`config.mk`:
```
export PLATFORM = sky130hd
export DESIGN_NAME = scr1_dmem_tcm_ctrl
export DESIGN_NICKNAME = d
export VERILOG_FILES = /design/src/rtl/scr1_dmem_tcm_ctrl_pkg.sv /design/src/rtl/scr1_dmem_tcm_ctrl_chk.sv /design/src/rtl/scr1_dmem_tcm_ctrl.sv
export SDC_FILE = /design/constraint.sdc
export NUM_CORES = 1
export LEC_CHECK = 0
export CORE_ASPECT_RATIO = 1.1
export CORE_UTILIZATION = 24
export DETAILED_ROUTE_END_ITERATION = 8
export PLACE_DENSITY = 0.88
export SLEW_MARGIN = 20
export SYNTH_ARGS = -nofsm -noshare
export SYNTH_HDL_FRONTEND = slang
export SYNTH_SLANG_ARGS = --single-unit
```
`constraint.sdc`:
```
create_clock -name clk -period 1.8 [get_ports clk]
set_clock_uncertainty 0.2 [all_clocks]
set_input_delay 0.54 -clock clk [delete_from_list [all_inputs] [get_ports clk]]
set_output_delay 0.54 -clock clk [all_outputs]
set_load 0.03 [all_outputs]
```
`src/rtl/scr1_dmem_tcm_ctrl_pkg.sv`:
```
// -----------------------------------------------------------------------------
// scr1_dmem_tcm_ctrl_pkg
// Memory-interface types and widths shared by the dmem TCM controller and its
// checker: request command, access width and response enums, the dmem bus
// widths, and two helpers that decode legality and byte-lane enables.
// -----------------------------------------------------------------------------
package scr1_dmem_tcm_ctrl_pkg;

    localparam int SCR1_DMEM_AWIDTH = 32;
    localparam int SCR1_DMEM_DWIDTH = 32;

    typedef enum logic [1:0] {
        SCR1_MEM_CMD_RD    = 2'b00,
        SCR1_MEM_CMD_WR    = 2'b01,
        SCR1_MEM_CMD_ERROR = 2'b11
    } type_scr1_mem_cmd_e;

    typedef enum logic [1:0] {
        SCR1_MEM_WIDTH_BYTE  = 2'b00,
        SCR1_MEM_WIDTH_HWORD = 2'b01,
        SCR1_MEM_WIDTH_WORD  = 2'b10,
        SCR1_MEM_WIDTH_ERROR = 2'b11
    } type_scr1_mem_width_e;

    typedef enum logic [1:0] {
        SCR1_MEM_RESP_NOTRDY = 2'b00,
        SCR1_MEM_RESP_RDY_OK = 2'b01,
        SCR1_MEM_RESP_RDY_ER = 2'b10
    } type_scr1_mem_resp_e;

    // A request is legal for a valid command and a naturally aligned width.
    function automatic logic tcm_req_legal(
        input type_scr1_mem_cmd_e   cmd,
        input type_scr1_mem_width_e width,
        input logic [1:0]           off
    );
        logic cmd_ok;
        logic width_ok;
        cmd_ok = (cmd == SCR1_MEM_CMD_RD) || (cmd == SCR1_MEM_CMD_WR);
        case (width)
            SCR1_MEM_WIDTH_BYTE:  width_ok = 1'b1;
            SCR1_MEM_WIDTH_HWORD: width_ok = ~off[0];
            SCR1_MEM_WIDTH_WORD:  width_ok = (off == 2'b00);
            default:              width_ok = 1'b0;
        endcase
        return cmd_ok & width_ok;
    endfunction

    // Byte-lane enables for an access of the given width at byte offset off.
    function automatic logic [3:0] tcm_byte_en(
        input type_scr1_mem_width_e width,
        input logic [1:0]           off
    );
        logic [3:0] be;
        case (width)
            SCR1_MEM_WIDTH_BYTE:  be = 4'b0001 << off;
            SCR1_MEM_WIDTH_HWORD: be = 4'b0011 << off;
            SCR1_MEM_WIDTH_WORD:  be = 4'b1111;
            default:              be = 4'b0000;
        endcase
        return be;
    endfunction

endpackage : scr1_dmem_tcm_ctrl_pkg

```
`src/rtl/scr1_dmem_tcm_ctrl_chk.sv`:
```
// -----------------------------------------------------------------------------
// scr1_dmem_tcm_ctrl_chk
// Simulation-only protocol checker: a valid request must carry known command,
// width and low address bits.
// Ports: clk, rst_n, dmem_req, dmem_cmd, dmem_width, dmem_addr_lo (addr[1:0]).
// -----------------------------------------------------------------------------
module scr1_dmem_tcm_ctrl_chk
    import scr1_dmem_tcm_ctrl_pkg::*;
(
    input  logic                 clk,
    input  logic                 rst_n,
    input  logic                 dmem_req,
    input  type_scr1_mem_cmd_e   dmem_cmd,
    input  type_scr1_mem_width_e dmem_width,
    input  logic [1:0]           dmem_addr_lo
);

`ifndef SYNTHESIS
    // Request qualifiers must never be X/Z while a request is presented.
    a_req_known : assert property (@(posedge clk) disable iff (!rst_n)
        dmem_req |-> !$isunknown({dmem_cmd, dmem_width, dmem_addr_lo}))
        else $error("dmem request with unknown cmd/width/addr[1:0]");
`endif

endmodule : scr1_dmem_tcm_ctrl_chk

```
`src/rtl/scr1_dmem_tcm_ctrl.sv`:
```
// -----------------------------------------------------------------------------
// scr1_dmem_tcm_ctrl
// Terminates one dmem router port and drives a single-port synchronous 32-bit
// SRAM with one-cycle read latency. Requests are always acknowledged; the SRAM
// strobe is issued in the request cycle and the response (OK/ERROR, with
// right-aligned read data) is presented exactly one cycle later.
// Ports:
//   clk, rst_n                       clock, async active-low reset
//   dmem_req/_ack/_cmd/_width/_addr/_wdata   request side
//   dmem_rdata, dmem_resp            response side (from response registers)
//   sram_cs/_we/_be/_addr/_wdata     SRAM strobes, combinational from request
//   sram_rdata                       SRAM read data, valid cycle after read
// -----------------------------------------------------------------------------
module scr1_dmem_tcm_ctrl
    import scr1_dmem_tcm_ctrl_pkg::*;
#(
    parameter int SCR1_TCM_AWIDTH = 14
)(
    input  logic                        clk,
    input  logic                        rst_n,
    output logic                        dmem_req_ack,
    input  logic                        dmem_req,
    input  type_scr1_mem_cmd_e          dmem_cmd,
    input  type_scr1_mem_width_e        dmem_width,
    input  logic [SCR1_DMEM_AWIDTH-1:0] dmem_addr,
    input  logic [SCR1_DMEM_DWIDTH-1:0] dmem_wdata,
    output logic [SCR1_DMEM_DWIDTH-1:0] dmem_rdata,
    output type_scr1_mem_resp_e         dmem_resp,
    output logic                        sram_cs,
    output logic                        sram_we,
    output logic [3:0]                  sram_be,
    output logic [SCR1_TCM_AWIDTH-1:0]  sram_addr,
    output logic [31:0]                 sram_wdata,
    input  logic [31:0]                 sram_rdata
);

    logic [1:0] w_off;
    logic       w_legal;
    logic       w_unused;

    logic       r_rsp_vld;
    logic       r_rsp_err;
    logic       r_rsp_rd;
    logic [1:0] r_rsp_off;

    // The SRAM never stalls, so every request is accepted.
    assign dmem_req_ack = 1'b1;

    // Address bits above the TCM window alias; they are decoded by the router.
    assign w_unused = ^dmem_addr[SCR1_DMEM_AWIDTH-1:SCR1_TCM_AWIDTH+2];

    // Request decode and SRAM strobe generation in the request cycle.
    always_comb begin
        w_off      = dmem_addr[1:0];
        w_legal    = tcm_req_legal(dmem_cmd, dmem_width, w_off);
        sram_cs    = dmem_req & w_legal;
        sram_we    = dmem_req & w_legal & (dmem_cmd == SCR1_MEM_CMD_WR);
        sram_be    = tcm_byte_en(dmem_width, w_off);
        sram_addr  = dmem_addr[SCR1_TCM_AWIDTH+1:2];
        sram_wdata = dmem_wdata << {w_off, 3'b000};
    end

    // Response registers: capture the accepted request's outcome for cycle N+1.
    always_ff @(posedge clk or negedge rst_n) begin
        if (!rst_n) begin
            r_rsp_vld <= 1'b0;
            r_rsp_err <= 1'b0;
            r_rsp_rd  <= 1'b0;
            r_rsp_off <= 2'b00;
        end else begin
            r_rsp_vld <= dmem_req;
            if (dmem_req) begin
                r_rsp_err <= ~w_legal;
                r_rsp_rd  <= (dmem_cmd == SCR1_MEM_CMD_RD);
                r_rsp_off <= w_off;
            end else begin
                r_rsp_err <= r_rsp_err;
                r_rsp_rd  <= r_rsp_rd;
                r_rsp_off <= r_rsp_off;
            end
        end
    end

    // Response decode; read data is right-aligned but not masked (LSU extends).
    always_comb begin
        dmem_resp  = SCR1_MEM_RESP_NOTRDY;
        dmem_rdata = 32'h0000_0000;
        if (r_rsp_vld) begin
            if (r_rsp_err) begin
                dmem_resp = SCR1_MEM_RESP_RDY_ER;
            end else begin
                dmem_resp = SCR1_MEM_RESP_RDY_OK;
                if (r_rsp_rd) begin
                    dmem_rdata = sram_rdata >> {r_rsp_off, 3'b000};
                end else begin
                    dmem_rdata = 32'h0000_0000;
                end
            end
        end else begin
            dmem_resp = SCR1_MEM_RESP_NOTRDY;
        end
    end

    scr1_dmem_tcm_ctrl_chk u_chk (
        .clk          (clk),
        .rst_n        (rst_n),
        .dmem_req     (dmem_req),
        .dmem_cmd     (dmem_cmd),
        .dmem_width   (dmem_width),
        .dmem_addr_lo (dmem_addr[1:0])
    );

endmodule : scr1_dmem_tcm_ctrl

```
Yosys cells after proc, flatten, opt, wreduce, memory -nomap -nowiden
Cells that the tools add are included.
{"block": "word_totals", "reg_bits": 5, "inputBits": 103, "output_inout_bits": 87}
{"block": "op_classes", "eq_ne": 3, "shifts": 4, "mux": 7, "n_bitwise": 5, "n_reduce_logical": 4}
{"operator": "$mux W32", "n": 3}
{"operator": "$shl A32 B5 Y32", "n": 1}
{"operator": "$shr A32 B5 Y32", "n": 1}
{"operator": "$pmux W4 S3", "n": 1}
{"operator": "$logic_not A2 Y1", "n": 3}
{"operator": "$eq A2 B1 Y1 const B", "n": 2}
{"operator": "$mux W2", "n": 2}
{"operator": "$shl A1 B2 Y4 const A", "n": 1}
{"operator": "$shl A2 B2 Y4 const A", "n": 1}
{"operator": "$and A1 B1 Y1", "n": 3}
{"operator": "$pmux W1 S3", "n": 1}
{"operator": "$eq A2 B2 Y1 const B", "n": 1}
{"operator": "$not A1 Y1", "n": 2}
{"operator": "$logic_or A1 B1 Y1", "n": 1}

Depth between registers and ports, before layout
Gate-level depths: netlist of run 1.
{"block": "depth", "ltp_word": 5, "depth_mapped": 5}

Least setup slack after synthesis of run 1
No wires, ideal clock.
{"block": "synth_path", "path_type": "register -> output", "start": "register r_rsp_vld", "end": "output dmem_rdata[0]", "arrival_time_ns": 1.766, "slack_ns": -0.706, "path_stages_with_launch": 4, "path_cell_list": "dfrtp_1 > nor2b_1 > nand3_1 > o22ai_1"}
{"block": "synth_via", "elab_chain_cells": 1}
{"element": "from (decl)", "line_no": "scr1_dmem_tcm_ctrl.sv:41", "source": "logic r_rsp_vld;"}
{"element": "from (signal assigned)", "line_no": "scr1_dmem_tcm_ctrl.sv:71", "source": "r_rsp_vld <= dmem_req;"}
{"element": "$mux W32", "line_no": "scr1_dmem_tcm_ctrl.sv:88", "source": "if (r_rsp_vld) begin"}
{"element": "to (decl)", "line_no": "scr1_dmem_tcm_ctrl.sv:27", "source": "output logic [SCR1_DMEM_DWIDTH-1:0] dmem_rdata,"}
No other way between the ends.

Worst setup path after layout of run 1
{"block": "layout_path", "start": "register r_rsp_off[0]", "end": "output dmem_rdata[5]"}
{"block": "layout_via", "elab_chain_cells": 4}
{"element": "from (decl)", "line_no": "scr1_dmem_tcm_ctrl.sv:44", "source": "logic [1:0] r_rsp_off;"}
{"element": "from (signal assigned)", "line_no": "scr1_dmem_tcm_ctrl.sv:75", "source": "r_rsp_off <= w_off;"}
{"element": "from (signal assigned)", "line_no": "scr1_dmem_tcm_ctrl.sv:79", "source": "r_rsp_off <= r_rsp_off;"}
{"element": "$shr A32 B5 Y32", "line_no": "scr1_dmem_tcm_ctrl.sv:94", "source": "dmem_rdata = sram_rdata >> {r_rsp_off, 3'b000};"}
{"element": "$mux W32", "line_no": "scr1_dmem_tcm_ctrl.sv:93", "source": "if (r_rsp_rd) begin"}
{"element": "$mux W32", "line_no": "scr1_dmem_tcm_ctrl.sv:89", "source": "if (r_rsp_err) begin"}
{"element": "$mux W32", "line_no": "scr1_dmem_tcm_ctrl.sv:88"}
No other way between the ends.

==> out/results.txt, run 1 <==
post-synthesis cell count: 212
Hold Violations, Final: 0
largest net degree at the start of global routing: 19
# diodes: 0
fin. max-slew vios: 0
DR iter-0 viols: 57
RSZ-0062 raised after global routing: yes
HPWL after detailed placement: 5982 microns
status: finished, violations left
post-synth top area share: 22.42%
Sequential Power Share: 7.0%
WS Path Type: flip-flop to primary output
CP Capture Type: primary output
#FFs+latches synth: 5
top post-synthesis cells by area: mux2i_1 (22%), a211oi_1 (12%), buf_4 (8.9%)
commonest non-fill, non-tap cell in the layout: buf_6
Seq/Total Area, Yosys: 8.244%
Vias/cell: 5.296
switching share of power: 42.63%
Root Driver: clkbuf_8
CTS clk-pin slew, worst paths: 0.03 ns
crit share post-route: 127.3%
setup tns final: -24.75 ns
crit-path max FO: 7
Layout area overhead: 261.5%
Final Setup Violations: 71
Post-Syn Nets: 315
Final WS setup: -0.4907 ns
final hold slack: 0.3393 ns
CP Data Arrival Time: 1.55 ns
Clock Sinks: 5
Clock power frac: 10.5%
Die X-Extent: 77.82 microns
combinational power share: 82.6%
routed vias: 2648
PortBufs: 144
share of post-route cells with drive strength above 1: 80.48%
Worst setup SP type: flip-flop
# IOs: 190
switching power: 0.8342 mW
row count: 30
H-tree levels: 1
number of global-route vias before repair: 2988
area occupied by multi-input gates: 2497 sq um
CTS tree: built
Routability Congestion: 0.8057
leading area contributor after synthesis: mux2i_1
commonest cells after routing, fill and taps aside: buf_6 (98), dlygate4sd2_1 (40), buf_4 (37), mux2i_4 (28), nor2_4 (24)
fmax: 0.4365 GHz
wire per inst: 22.02 microns
Place WS: -0.6997 ns
count of cell types in the netlist: 25
Internal: 1.123 mW
DIE AREA: 6646 sq um
synth warn: 0
FF+latch area: 126.4 sq um
worst skew pair latency: 0.22 ns
MaxCap Viol Count: 0
Leakage: 2.250 nW
Longest Clk Path Bufs: 2
failing checks: setup timing
final cell count without fillers: 500
Starting Density: 24.65%
placed insts: 459
total wire length: 11010 microns
drt pass-1 iters: 4
fillcell total: 247
hold buffer count at CTS: 0
mean area per synthesized cell: 7.159 sq um
Core Region: 6156 sq um
initial antenna violation count: 2
drt drc: 0
Layout Nets: 524
chip height: 85.41 microns
GR Util All Layers: 33.78%
Worst Path Required: 1.06 ns
post-route minimum period: 2.291 ns
Max IR drop VDD: 0.3145 mV
Power Density: 356.7 nW/um^2
Tot Pwr: 1.957 mW
Synth Cell Area: 1518 sq um
global-route wire length before repair: 17130 microns
Hold WC Path Type: primary input to async pin
Inserted Clock Buffers: 3
Post-DRT Antenna Nets: 0
gr ovfl total: 0
[through the flow]
step           instance area, sq um  util (%)
2_1_floorplan                  2497         -
3_3_place_gp                   3999     64.96
3_5_place_dp                   3999     64.96
4_1_cts                        5275     85.69
5_1_grt                        5487     89.13
6_report                       5487     89.13
[flip-flops by register name, indices dropped and copies added (netlist names)]
| signal | count |
|---|---|
| r_rsp_err | 1 |
| r_rsp_rd | 1 |
| r_rsp_vld | 1 |
| r_rsp_off | 2 |
[power by group through the flow]
stage / clock network (mW) / registers, mW / logic, mW
floorplan: 0 / 0.133 / 0.734
global placement: 0 / 0.131 / 1.11
detailed placement: 0 / 0.132 / 1.13
CTS: 0.210 / 0.137 / 1.50
global route: 0.215 / 0.137 / 1.68
finish: 0.205 / 0.136 / 1.62
[worst max-delay path, cell delays in order (launching register included)]
cell	delay (ns)
dfrtp_2	0.47
buf_12	0.18
buf_12	0.13
mux2i_4	0.20
o22ai_4	0.19
buf_6	0.16
[worst paths after layout]
check	depth (start not counted)	from	slack (ns)	to
setup reg to reg	3	r_rsp_off[0]$_DFFE_PN0P_	0.43	r_rsp_off[0]$_DFFE_PN0P_
hold reg to reg	2	r_rsp_rd$_DFFE_PN0P_	0.50	r_rsp_rd$_DFFE_PN0P_
min in group clk	3	dmem_width[0]	0.48	r_rsp_err$_DFFE_PN0P_
max in group asynchronous	1	rst_n	0.86	r_rsp_off[0]$_DFFE_PN0P_
setup / recovery	5	r_rsp_off[0]$_DFFE_PN0P_	-0.49	dmem_rdata[5]
hold / removal	1	rst_n	0.34	r_rsp_err$_DFFE_PN0P_
[synthesized netlist by cell type, drive strengths merged]
master and number:
o21bai 1, o21ai 13, a31oi 1, or4b 1, or2 1, and2 10, nand3 1, conb 1
nand2 8, buf 34, a21oi 9, nor2b 19, a211oi 24, o31ai 1, nor2 27, dfrtp 5
nand3b 1, nand2b 9, mux2i 34, and4b 1, o22ai 8, mux2 3
[repair_timing]
action,CTS,global route
gates cloned,6,0
setup endpoints to repair,73,72
pin swaps,48,34
setup buffers,21,12
endpoints found under the hold margin,0,0
resized for setup,295,47
[per-layer routing]
layer  up-vias  share of wire, %  routed length [microns]  GRT usage (%)
li1       1166                 -                        -              -
met1      1262                34                     3705          33.51
met4         2               3.4                      378          12.52
met2       180                54                     5984          66.13
met5         -             0.091                       10              0
met3        38               8.4                      930          9.032
[layout make-up]
class / count / share of cell area (%)
multi-input cells: 173 / 45.52
clock buffers: 4 / 0.8210
well taps: 80 / 1.824
flip-flops and latches: 5 / 2.303
repair buffers: 238 / 49.53
[logic make-up after synthesis]
| kind of cell | count (synthesis) | synth area share [%] |
|---|---|---|
| compound gates | 57 | 23.83 |
| mux | 37 | 24.65 |
| other cells | 1 | 0.2471 |
| flops | 5 | 8.244 |
| buf+inv | 34 | 15.33 |
| simple gates | 78 | 27.70 |
No activity file was read; power rests on OpenSTA's default activity.
==> inputs of run 2 (changes only) <==
--- a/config.mk
+++ b/config.mk
@@ -7,6 +7,7 @@
 export LEC_CHECK = 0
 export CORE_ASPECT_RATIO = 1.1
 export CORE_UTILIZATION = 24
+export CTS_CLUSTER_SIZE = 14
 export DETAILED_ROUTE_END_ITERATION = 8
 export PLACE_DENSITY = 0.88
 export SLEW_MARGIN = 20
==> constraint.sdc (replaced) <==
create_clock -name clk -period 2 [get_ports clk]
set_clock_uncertainty 0.2 [all_clocks]
set_input_delay 0.6 -clock clk [delete_from_list [all_inputs] [get_ports clk]]
set_output_delay 0.6 -clock clk [all_outputs]
set_load 0.03 [all_outputs]
==> out/results.txt, run 2 (same netlist as run 1, synthesis figures left out) <==
Crit path max-delay family: buffers and inverters (was flip-flops)
row count: 30 (unchanged)
Power Density: 335.7 nW/um^2 (was 356.7 nW/um^2)
crit path launch: r_rsp_off[0]$_DFFE_PN0P_ (unchanged)
Core Region: 6156 sq um (unchanged)
post-layout util: 85.63% (was 89.13%)
Hold Violations, Final: 0 (unchanged)
largest net degree at the start of global routing: 19 (unchanged)
GR Util All Layers: 34.62% (was 33.78%)
Reg2Reg Depth: 2 (was 3)
CTS tree: built (unchanged)
Final Setup Violations: 70 (was 71)
Worst Path Required: 1.20 ns (was 1.06 ns)
Leakage: 2.157 nW (was 2.250 nW)
Reg2Reg Setup Slack: 0.71 ns (was 0.43 ns)
Worst path max stage delay: 0.45 ns (was 0.47 ns)
Place WS: -0.5747 ns (was -0.6997 ns)
dpl cell area: 3701 sq um (was 3999 sq um)
max FFs per register: 2 (unchanged)
DIE AREA: 6646 sq um (unchanged)
Final WS setup: -0.4344 ns (was -0.4907 ns)
global-route wire length before repair: 17240 microns (was 17130 microns)
Post-DRT Antenna Nets: 0 (unchanged)
fin. max-slew vios: 0 (unchanged)
Worst setup SP type: flip-flop (unchanged)
Slowest-stage cell, CP: dfrtp_2 (unchanged)
failing checks: setup timing (unchanged)
fmax: 0.4108 GHz
RSZ-0062 raised after global routing: yes (unchanged)
H-tree levels: 1 (unchanged)
FF+latch area: 126.4 sq um (unchanged)
wire per inst: 25.33 microns (was 22.02 microns)
worst r2r src: r_rsp_off[0]$_DFFE_PN0P_ (unchanged)
Longest Clk Path Bufs: 2 (unchanged)
critical-path cell list: buf_12 -> buf_6 -> mux2i_2 -> o22ai_4 -> buf_4 (was buf_12 -> buf_12 -> mux2i_4 -> o22ai_4 -> buf_6)
MaxCap Viol Count: 0 (unchanged)
Root Driver: clkbuf_8 (unchanged)
chip height: 85.41 microns (unchanged)
DR iter-0 viols: 105 (was 57)
CP Data Arrival Time: 1.63 ns (was 1.55 ns)
Die X-Extent: 77.82 microns (unchanged)
commonest cells after routing, fill and taps aside: buf_6 (78), buf_4 (52), dlygate4sd2_1 (39), mux2i_4 (25), nor2_4 (21) (was buf_6 (98), dlygate4sd2_1 (40), buf_4 (37), mux2i_4 (28), nor2_4 (24))
Routability Congestion: 0.7686 (was 0.8057)
gr ovfl total: 0 (unchanged)
placed insts: 453 (was 459)
Tot Pwr: 1.769 mW (was 1.957 mW)
share of post-route cells with drive strength above 1: 80.58% (was 80.48%)
HPWL after detailed placement: 5659 microns (was 5982 microns)
WP depth: 5 (unchanged)
worst reg2reg endpoint: r_rsp_off[0]$_DFFE_PN0P_ (unchanged)
Vias/cell: 5.531 (was 5.296)
final cell count without fillers: 493 (was 500)
status: finished, violations left (unchanged)
CP Capture Type: primary output (unchanged)
area occupied by multi-input gates: 2417 sq um (was 2497 sq um)
Worst setup endpoint: dmem_rdata[7] (was dmem_rdata[5])
Hold WC Path Type: primary input to async pin (unchanged)
drt drc: 0 (unchanged)
Top reg by flops: r_rsp_off (unchanged)
final hold slack: 0.3988 ns (was 0.3393 ns)
fillcell total: 267 (was 247)
WS Path Type: flip-flop to primary output (unchanged)
PortBufs: 144 (unchanged)
number of global-route vias before repair: 3055 (was 2988)
Layout area overhead: 247.3% (was 261.5%)
crit share post-route: 121.7%
Inserted Clock Buffers: 3 (unchanged)
Clock Sinks: 5 (unchanged)
worst path bufs/invs: 3 (unchanged)
Max IR drop VDD: 0.3905 mV (was 0.3145 mV)
total wire length: 12490 microns (was 11010 microns)
drt pass-1 iters: 4 (unchanged)
# IOs: 190 (unchanged)
Starting Density: 24.65% (unchanged)
commonest non-fill, non-tap cell in the layout: buf_6 (unchanged)
routed vias: 2727 (was 2648)
fin area: 5271 sq um (was 5487 sq um)
worst skew pair latency: 0.24 ns (was 0.22 ns)
post-route minimum period: 2.434 ns
setup tns final: -18.63 ns (was -24.75 ns)
Layout Nets: 516 (was 524)
crit-path max FO: 16 (was 7)
CTS clk-pin slew, worst paths: 0.04 ns (was 0.03 ns)
initial antenna violation count: 1 (was 2)
## run 2: per-layer routing
metal  GRT usage (%)  wire, microns  vias to the layer above
met5               0              0                        -
li1                -              -                     1149
met1           35.14           4175                     1312
met3           8.925           1013                       63
met4           18.18            741                        0
met2           64.52           6559                      203
## run 2: timing repair
action | CTS | global route
gates cloned | 7 | 1
hold buffers | 0 | 0
resized for setup | 308 | 40
setup buffers | 25 | 6
setup endpoints to repair | 72 | 71
pin swaps | 36 | 29
## run 2: worst reg2reg max path: cells and delay by family (launching register included)
| family | cells | cell delay (ns) |
|---|---|---|
| DFF | 1 | 0.47 |
| buffers and inverters | 1 | 0.21 |
| muxes | 1 | 0.29 |
## run 2: worst min-delay path by stage
stage | to | cells after the start
after floorplan | r_rsp_err$_DFFE_PN0P_ | 0
after global placement | r_rsp_rd$_DFFE_PN0P_ | 2
after detailed placement | r_rsp_rd$_DFFE_PN0P_ | 2
after CTS | r_rsp_vld$_DFF_PN0_ | 1
after global routing | r_rsp_rd$_DFFE_PN0P_ | 1
final | r_rsp_err$_DFFE_PN0P_ | 1
## run 2: cell type report
class | instances | area share (%)
Clock buffer | 4 | 0.8545
Timing Repair Buffer | 230 | 48.94
Antenna cell | 1 | 0.04747
Multi-Input combinational cell | 173 | 45.86
Tap cell | 80 | 1.899
Sequential cell | 5 | 2.397
## run 2: report_power, final
part	switching (mW)	total [mW]	internal, mW
logic	0.700	1.43	0.733
clock network	0.0734	0.212	0.139
registers	0.0135	0.124	0.111
==> inputs of run 3 (changes only) <==
==> constraint.sdc (replaced) <==
create_clock -name clk -period 2.1 [get_ports clk]
set_clock_uncertainty 0.2 [all_clocks]
set_input_delay 0.63 -clock clk [delete_from_list [all_inputs] [get_ports clk]]
set_output_delay 0.63 -clock clk [all_outputs]
set_load 0.03 [all_outputs]
==> out/results.txt, run 3 (same netlist as run 1, synthesis figures left out) <==
status: finished, violations left (unchanged)
failing checks: setup timing (unchanged)
CP Capture Type: primary output (unchanged)
# IOs: 190 (unchanged)
routed vias: 2654 (was 2727)
gr ovfl total: 0 (unchanged)
critical-path cell list: buf_12 -> buf_12 -> buf_8 -> buf_6 -> a211oi_4 -> a21oi_4 -> buf_6 (was buf_12 -> buf_6 -> mux2i_2 -> o22ai_4 -> buf_4)
Vias/cell: 5.340 (was 5.531)
initial antenna violation count: 3 (was 1)
worst path bufs/invs: 5 (was 3)
Longest Clk Path Bufs: 2 (unchanged)
DR iter-0 viols: 68 (was 105)
crit-path max FO: 7 (was 16)
CTS tree: built (unchanged)
CTS clk-pin slew, worst paths: 0.04 ns (about the same)
CP Data Arrival Time: 1.60 ns (was 1.63 ns)
number of global-route vias before repair: 2863 (was 3055)
worst r2r src: r_rsp_off[0]$_DFFE_PN0P_ (unchanged)
worst skew pair latency: 0.23 ns (was 0.24 ns)
wire per inst: 23.12 microns (was 25.33 microns)
largest net degree at the start of global routing: 17 (was 19)
HPWL after detailed placement: 5498 microns (was 5659 microns)
MaxCap Viol Count: 0 (unchanged)
drt pass-1 iters: 4 (unchanged)
max FFs per register: 2 (unchanged)
Tot Pwr: 1.628 mW (was 1.769 mW)
Reg2Reg Setup Slack: 0.83 ns (was 0.71 ns)
PortBufs: 144 (unchanged)
global-route wire length before repair: 14860 microns (was 17240 microns)
final hold slack: 0.4404 ns (was 0.3988 ns)
Final WS setup: -0.3320 ns (was -0.4344 ns)
hold buffer count at CTS: 0 (unchanged)
Layout Nets: 519 (was 516)
commonest non-fill, non-tap cell in the layout: buf_6 (unchanged)
Worst path max stage delay: 0.26 ns (was 0.45 ns)
crit share post-route: 115.8%
H-tree levels: 1 (unchanged)
routing usage on met2: 56.23% (was 64.52%)
Hold Violations, Final: 0 (unchanged)
Hold WC Path Type: primary input to async pin (unchanged)
Starting Density: 24.65% (unchanged)
Layout area overhead: 247.4% (was 247.3%)
Place WS: -0.5245 ns (was -0.5747 ns)
total wire length: 11490 microns (was 12490 microns)
row count: 30 (unchanged)
GRT met3 Usage: 9.032% (was 8.925%)
Worst Path Required: 1.27 ns (was 1.20 ns)
WS Path Type: primary input to primary output (was flip-flop to primary output)
Root Driver: clkbuf_8 (unchanged)
DIE AREA: 6646 sq um (unchanged)
Reg2Reg Depth: 2 (unchanged)
worst reg2reg endpoint: r_rsp_off[0]$_DFFE_PN0P_ (unchanged)
crit path launch: dmem_addr[1] (was r_rsp_off[0]$_DFFE_PN0P_)
Leakage: 2.183 nW (was 2.157 nW)
Power Density: 308.8 nW/um^2 (was 335.7 nW/um^2)
GRT Max-Usage Layer: met2 (unchanged)
fmax: 0.4112 GHz
Clock Sinks: 5 (unchanged)
GR Util All Layers: 29.03% (was 34.62%)
Final Setup Violations: 70 (unchanged)
Max IR drop VDD: 0.2997 mV (was 0.3905 mV)
RSZ-0062 raised after global routing: yes (unchanged)
fillcell total: 251 (was 267)
drt drc: 0 (unchanged)
Worst setup SP type: primary input (was flip-flop)
Core Region: 6156 sq um (unchanged)
Top reg by flops: r_rsp_off (unchanged)
fin. max-slew vios: 0 (unchanged)
Routability Congestion: 0.7981 (was 0.7686)
commonest cells after routing, fill and taps aside: buf_6 (82), buf_4 (50), dlygate4sd2_1 (46), mux2i_4 (29), nor2_4 (21) (was buf_6 (78), buf_4 (52), dlygate4sd2_1 (39), mux2i_4 (25), nor2_4 (21))
post-route minimum period: 2.432 ns
Crit path max-delay family: buffers and inverters (unchanged)
Inserted Clock Buffers: 3 (unchanged)
Slowest-stage cell, CP: a211oi_4 (was dfrtp_2)
share of post-route cells with drive strength above 1: 81.20% (was 80.58%)
Die X-Extent: 77.82 microns (unchanged)
chip height: 85.41 microns (unchanged)
Post-DRT Antenna Nets: 0 (unchanged)
met1 Use GR: 29.47% (was 35.14%)
==> run 3: final cells by class <==
class                           instances  area, sq um  share of cell area, %
Clock buffer                            4        45.04                 0.8543
Antenna cell                            2        5.005                0.09492
Sequential cell                         5        126.4                  2.397
Tap cell                               80        100.1                  1.898
Timing Repair Buffer                  233         2550                  48.36
Multi-Input combinational cell        173         2446                  46.39
==> run 3: power breakdown <==
group,switching (mW),internal (mW),total [mW]
logic,0.653,0.673,1.33
clock network,0.0537,0.131,0.185
registers,0.0119,0.106,0.118
==> run 3: per-layer routing <==
metal / vias up / routed length (microns)
li1: 1155 / -
met1: 1309 / 4161
met2: 158 / 5978
met3: 30 / 1000
met4: 2 / 340
met5: - / 10
==> run 3: worst max-delay path by stage <==
| stage | slack [ns] | depth (start not counted) | endpoint |
|---|---|---|---|
| CTS | -0.28 | 7 | sram_wdata[31] |
| finish | -0.33 | 7 | sram_wdata[24] |
| global route | -0.35 | 7 | sram_wdata[24] |
| global placement | -0.50 | 5 | sram_we |
| floorplan | -0.14 | 4 | sram_we |
| detailed placement | -0.52 | 5 | sram_be[0] |
==> run 3: per-stage QoR <==
stage          area, sq um  utilization (%)  setup TNS, ns  instances
4_1_cts               4921            79.94         -11.77        482
2_1_floorplan         2205                -         -2.890        212
6_report              5273            85.65         -14.57        497
3_5_place_dp          3755            61.00         -27.70        458
3_3_place_gp          3755            61.00         -26.70        458
5_1_grt               5270            85.61         -16.93        496
==> run 3: timing repair <==
| item | 4_1_cts | 5_1_grt |
|---|---|---|
| gates resized for setup | 294 | 68 |
| setup buffers | 20 | 12 |
| pin swaps | 43 | 26 |
| setup endpoints to repair | 71 | 70 |
| cloned | 6 | 1 |
| hold endpoints to repair | 0 | 0 |
